$ cat src/rtl/injetor_pkg.sv
// ---------------------------------------------------------------------------
// injetor_pkg
// Shared constants for the Hamming-codeword error injector:
//   - injection mode codes (value carried on the 3-bit 'modo' port)
//   - default LFSR seed and feedback tap mask
//   - lfsr_next(): one step of the 16-bit Fibonacci LFSR
// ---------------------------------------------------------------------------
package injetor_pkg;

    localparam logic [2:0] MODO_NENHUM    = 3'd0;
    localparam logic [2:0] MODO_SIMPLES   = 3'd1;
    localparam logic [2:0] MODO_DUPLO     = 3'd2;
    localparam logic [2:0] MODO_RAJADA    = 3'd3;
    localparam logic [2:0] MODO_ALEATORIO = 3'd4;

    localparam logic [15:0] LFSR_SEED_DEFAULT = 16'hACE1;
    // Feedback taps at bits 15, 13, 12 and 10.
    localparam logic [15:0] LFSR_TAPS         = 16'hB400;

    function automatic logic [15:0] lfsr_next(input logic [15:0] l);
        logic fb;
        fb = ^(l & LFSR_TAPS);
        return {l[14:0], fb};
    endfunction

endpackage

$ cat src/rtl/injetor_lfsr.sv
// ---------------------------------------------------------------------------
// injetor_lfsr
// 16-bit Fibonacci LFSR used to pick pseudo-random error positions.
// Ports:
//   clk     in   clock, rising edge
//   rst     in   synchronous active-high reset, loads SEED
//   avanca  in   advance one step this cycle
//   estado  out  current LFSR value
// ---------------------------------------------------------------------------
module injetor_lfsr
    import injetor_pkg::*;
#(
    parameter logic [15:0] SEED = LFSR_SEED_DEFAULT
) (
    input  logic        clk,
    input  logic        rst,
    input  logic        avanca,
    output logic [15:0] estado
);

    logic [15:0] estado_q;
    logic [15:0] estado_d;

    always_comb begin
        estado_d = estado_q;
        if (avanca) begin
            estado_d = lfsr_next(estado_q);
        end
    end

    always_ff @(posedge clk) begin
        if (rst) begin
            estado_q <= SEED;
        end else begin
            estado_q <= estado_d;
        end
    end

    assign estado = estado_q;

endmodule

$ cat src/rtl/injetor_seq.sv
// ---------------------------------------------------------------------------
// injetor_seq
// Pipelined error injector for Hamming codeword streams. Each accepted word
// is XORed with an error mask chosen by 'modo' when injection is enabled and
// the word falls on a period slot. One register stage, valid/ready handshake.
// Ports:
//   clk, rst         clock, synchronous active-high reset
//   erro             global injection enable        (sampled on accept)
//   modo             injection mode                 (sampled on accept)
//   n, m             first / second bit position    (sampled on accept)
//   burst_len        burst length                   (sampled on accept)
//   periodo          slot period in words, 0 = all  (sampled on accept)
//   entrada_valid/entrada/entrada_ready  input word handshake
//   saida_valid/saida/saida_ready        output word handshake
//   mascara          mask applied to the current output word
//   injetado         mascara != 0 for the current output word
//   total_injetado   saturating count of words that received a nonzero mask
// ---------------------------------------------------------------------------
module injetor_seq
    import injetor_pkg::*;
#(
    parameter int unsigned WIDTH     = 15,
    parameter int unsigned POS_W     = 4,
    parameter int unsigned CNT_W     = 16,
    parameter logic [15:0] LFSR_SEED = 16'hACE1
) (
    input  logic             clk,
    input  logic             rst,
    input  logic             erro,
    input  logic [2:0]       modo,
    input  logic [POS_W-1:0] n,
    input  logic [POS_W-1:0] m,
    input  logic [POS_W-1:0] burst_len,
    input  logic [7:0]       periodo,
    input  logic             entrada_valid,
    input  logic [WIDTH-1:0] entrada,
    output logic             entrada_ready,
    output logic             saida_valid,
    output logic [WIDTH-1:0] saida,
    input  logic             saida_ready,
    output logic [WIDTH-1:0] mascara,
    output logic             injetado,
    output logic [CNT_W-1:0] total_injetado
);

    logic             valid_q;
    logic [WIDTH-1:0] saida_q;
    logic [WIDTH-1:0] mascara_q;
    logic             injetado_q;
    logic [CNT_W-1:0] total_q;
    logic [7:0]       cnt_q;
    logic [7:0]       cnt_d;

    logic             aceita;
    logic             slot;
    logic [WIDTH-1:0] mask_d;
    logic [15:0]      lfsr;
    logic             lfsr_unused;

    int unsigned      pos_n;
    int unsigned      pos_m;
    int unsigned      pos_fim;
    int unsigned      pos_rand;

    assign entrada_ready = !valid_q || saida_ready;
    assign aceita        = entrada_valid && entrada_ready;

    injetor_lfsr #(
        .SEED (LFSR_SEED)
    ) u_lfsr (
        .clk    (clk),
        .rst    (rst),
        .avanca (aceita),
        .estado (lfsr)
    );

    assign lfsr_unused = ^lfsr[15:POS_W];

    // Period slot detection. With periodo=0 every word is a slot. A non-slot
    // word just increments, so a periodo shrunk below cnt_q is only hit after
    // the 8-bit counter wraps.
    always_comb begin
        slot  = (periodo == 8'd0) || (cnt_q == periodo - 8'd1);
        cnt_d = cnt_q + 8'd1;
        if (periodo == 8'd0 || slot) begin
            cnt_d = 8'd0;
        end
    end

    // Mask build: every position is tested against the mode's rule, so
    // out-of-range positions and burst truncation at WIDTH-1 fall out for free.
    always_comb begin
        pos_n    = 32'(n);
        pos_m    = 32'(m);
        pos_fim  = 32'(n) + 32'(burst_len);
        pos_rand = 32'(lfsr[POS_W-1:0]);
        if (pos_rand >= WIDTH) begin
            pos_rand = pos_rand - WIDTH;
        end
        mask_d = '0;
        for (int unsigned i = 0; i < WIDTH; i++) begin
            case (modo)
                MODO_SIMPLES:   mask_d[i] = (i == pos_n);
                MODO_DUPLO:     mask_d[i] = (i == pos_n) || (i == pos_m);
                MODO_RAJADA:    mask_d[i] = (i >= pos_n) && (i < pos_fim);
                MODO_ALEATORIO: mask_d[i] = (i == pos_rand);
                default:        mask_d[i] = 1'b0;
            endcase
        end
        if (!(erro && slot)) begin
            mask_d = '0;
        end
    end

    always_ff @(posedge clk) begin
        if (rst) begin
            valid_q    <= 1'b0;
            saida_q    <= '0;
            mascara_q  <= '0;
            injetado_q <= 1'b0;
            total_q    <= '0;
            cnt_q      <= 8'd0;
        end else if (aceita) begin
            valid_q    <= 1'b1;
            saida_q    <= entrada ^ mask_d;
            mascara_q  <= mask_d;
            injetado_q <= |mask_d;
            cnt_q      <= cnt_d;
            if ((|mask_d) && (total_q != '1)) begin
                total_q <= total_q + 1'b1;
            end
        end else if (saida_ready) begin
            valid_q <= 1'b0;
        end
    end

    assign saida_valid    = valid_q;
    assign saida          = saida_q;
    assign mascara        = mascara_q;
    assign injetado       = injetado_q;
    assign total_injetado = total_q;

endmodule

$ cat config.mk
export PLATFORM = sky130hd
export DESIGN_NAME = injetor_seq
export DESIGN_NICKNAME = d
export VERILOG_FILES = /design/src/rtl/injetor_pkg.sv /design/src/rtl/injetor_lfsr.sv /design/src/rtl/injetor_seq.sv
export SDC_FILE = /design/constraint.sdc
export NUM_CORES = 1
export LEC_CHECK = 0
export ABC_AREA = 1
export BUFFER_PORTS_ARGS = -buffer_cell sky130_fd_sc_hd__buf_4
export CAP_MARGIN = 20
export CORE_ASPECT_RATIO = 1.75
export CORE_MARGIN = 1
export CORE_UTILIZATION = 40
export CTS_CLUSTER_SIZE = 40
export DETAILED_ROUTE_END_ITERATION = 12
export GPL_ROUTABILITY_DRIVEN = 0
export PLACE_DENSITY = 0.72
export SYNTH_ARGS = -nofsm -noshare
export SYNTH_HDL_FRONTEND = slang
export SYNTH_SLANG_ARGS = --single-unit
$ cat constraint.sdc
create_clock -name clk -period 3.4 [get_ports clk]
set_input_delay 0.85 -clock clk [delete_from_list [all_inputs] [get_ports clk]]
set_output_delay 0.85 -clock clk [all_outputs]
set_load 0.1 [all_outputs]
==> impl_metrics.yaml <==
layout:
  fillers: 1234
  finish.instance_area_um2: 5890
  fin_util_pct: 50.6
  n_antenna_cell: 0
  area_growth_pct: 21.9
  layout.nets: 922
  layout-drive-gt1-share_pct: 17.7
setup_path:
  rr_startpoint: "u_lfsr.estado[0]$_SDFFE_PP1P_"
  cp_cell_sequence: "buf_4, ha_1, fa_1, nand3_1, and2b_2, nand3_2, nand2_1, nand3_1, o211ai_1, nand2_1, nor2_4, nand2_8, nand3_4, nand2_1, nand2_1, nor2_1"
  end_kind: "flop"
  required_ns: 3.62
  crit_arrival_ns: 3.26
  critPathKind: "in2reg"
  critPathMostFrequentCell: "nand2_1"
  cpPeakStageDelay_ns: 0.41
  crit_fanout: 26
  startpoint: "n[0]"
  cpMaxStageDelayCell: "fa_1"
  critPathLaunchType: "input pin"
clock_tree:
  numCtsBuffers: 9
  ctsHtreeMaxLevel: 3
  holdBufCountCts: 0
  clk_latency_ns: 0.33
  cts_setup_buffers: 0
  clockRootBuffer: "clkbuf_16"
  cts_resized: 0
  clk_pin_slew_ns: 0.06
  cts_sinks: 72
  cts_tree: "built"
  cts_buffer_depth: 2
min_path:
  hp-class: "reg2reg"
  min_from: "u_lfsr.estado[4]$_SDFFE_PP0P_"
placed_design:
  place_area_um2: 5620
  port_buffers: 91
  dp_hpwl_um: 10500
route:
  wl_per_cell_um: 13.2
  wl_met1_um: 5170
  firstDrtPassIters: 4
  num_vias: 5179
  viasPerCell: 5.13
  routed_wl_um: 13300
  dr_wl_met3_um: 332
  met2_length_um: 7140
  drt_first_iter_violations: 187
  top_layer_used: "met4"
  ant_nets: 0
  drcViolationCount: 0
floorplanning:
  die_h_um: 147
  io_pins: 92
  start_util_pct: 41.5
  core_area_um2: 11600
  num_rows: 52
  dieArea_um2: 12500
  die_w_um: 85.1
logic_synthesis:
  yosysTopAreaCellShare_pct: 29.8
  synth_cell_types: 41
  synth_most_common_cell: "nand2_1"
  yosys-top-cells-count: "nand2_1, inv_1, nor2_1"
  synth_top_cell_by_area: "dfxtp_1"
  ys_seq_area_share_pct: 29.8
  synth-edff-count: 0
  syn-num-nets: 841
  yosys-top-cells-area: "dfxtp_1, nand2_1, nand3_1, inv_1, nor2_1"
  synth-seq-cells: 72
  ys_warn_count: 0
  ys.flop_type: "dfxtp_1"
  netlist_instances: 789
  async_reset_ff_share_pct: 0
  synth.avg_cell_area_um2: 6.13
  synth_area_um2: 4830
grt:
  grt_pass1_vias: 4991
  grt_pass1_wl_um: 22400
  grt_max_degree: 47
  gr-usage-all-layers_pct: 22.2
  grt_overflow_total: 0
  antenna_found_initial: 0
sta:
  drv_slew: 0
  fin_tns_setup_ns: 0
  fin_worst_skew_ns: 0.00959
  hold-worst-slack_ns: 0.459
  maxSlewHeadroom_pct: 69.3
  timing.fmax_mhz: 329
  period_needed_ns: 3.04
  hold_viol: 0
  period_share_pct: 89.4
  worst_slew_pin_slew_ns: 0.456
  setup_viol: 0
  rsz0062_at_grt: "no"
power_and_ir_drop:
  power_mw: 2.22
  leakagePower_nw: 2.81
  powerDensity_nw_per_um2: 377
  irDropWorstVdd_v: 0.000192
outcome:
  status: "completed"
run:
  cap_viol_max_count: 0
==> worst max-delay path: cells and delay by family <==
kind	cells	cell delay, ns
buffers and inverters	1	0.13
and+or+nand+nor	12	1.47
AOI/OAI and AO/OA	1	0.20
adders and majority gates	2	0.63
==> flip-flops by register name (all words and copies together) (netlist names) <==
signal / cells
saida_valid: 1
mascara: 15
u_lfsr.estado: 16
cnt_q: 8
total_injetado: 16
saida: 15
injetado: 1
==> placed cells by master, fill, tap and decap left out, types with 8 or more instances in the layout <==
cell	Yosys	final
o21ai_0	29	29
nor2_1	80	80
dfxtp_1	72	72
inv_1	102	101
nand3_1	79	79
a21oi_1	37	37
xor2_1	11	11
nand4_1	20	20
buf_4	1	97
nand2_1	228	228
ha_1	8	8
a31oi_1	15	15
inv_2	7	8
nor3_1	15	15
nor2_2	9	9
clkbuf_16	0	9
nand2_2	8	8
==> final cells by class <==
type | count | area [µm²] | share of cell area, %
clock buffer | 10 | 229 | 3.88
clock inverter | 6 | 45.0 | 0.764
inverter | 109 | 409 | 6.94
multi-input combinational | 580 | 2850 | 48.4
sequential | 72 | 1440 | 24.5
tap | 135 | 169 | 2.87
timing repair buffer | 98 | 748 | 12.7
==> final timing paths <==
kind / end / slack (ns) / cells past startpoint
worst max register to register: total_injetado[13]$_SDFFE_PP0P_ / 0.90 / 14
worst max-delay path: total_injetado[13]$_SDFFE_PP0P_ / 0.36 / 16
worst min register to register: u_lfsr.estado[5]$_SDFFE_PP1P_ / 0.46 / 2
worst min-delay path: u_lfsr.estado[5]$_SDFFE_PP1P_ / 0.46 / 2
==> logic make-up after synthesis <==
group	Yosys count	share of synthesized area [%]
buffers and inverters	137	11.2
adders and majority gates	9	2.48
xor gates and xnor gates	16	2.90
and+or+nand+nor	456	41.9
AOI/OAI and AO/OA	99	11.7
DFF	72	29.8
==> stage by stage <==
stage	setup WS, ns	cells
after detailed placement	0.0226	994
after global routing	0.136	1010
after CTS	0.371	1010
after floorplan	0.238	789
after global placement	0.0554	994
final	0.361	1010
==> metal layers <==
metal | vias to the layer above | global-route usage, %
met1 | 2307 | 23.1
met3 | 48 | 2.29
li1 | 2698 | -
met2 | 126 | 41.2
met4 | 0 | 14.7
met5 | - | 0
==> power breakdown <==
| group | switching, mW | internal (mW) | total (mW) | leakage, nW |
|---|---|---|---|---|
| combinational | 0.320 | 0.143 | 0.463 | 2.10 |
| clock | 0.365 | 0.496 | 0.861 | 0.125 |
| sequential | 0.0246 | 0.875 | 0.900 | 0.588 |
No activity file was read; power rests on OpenSTA's default activity.
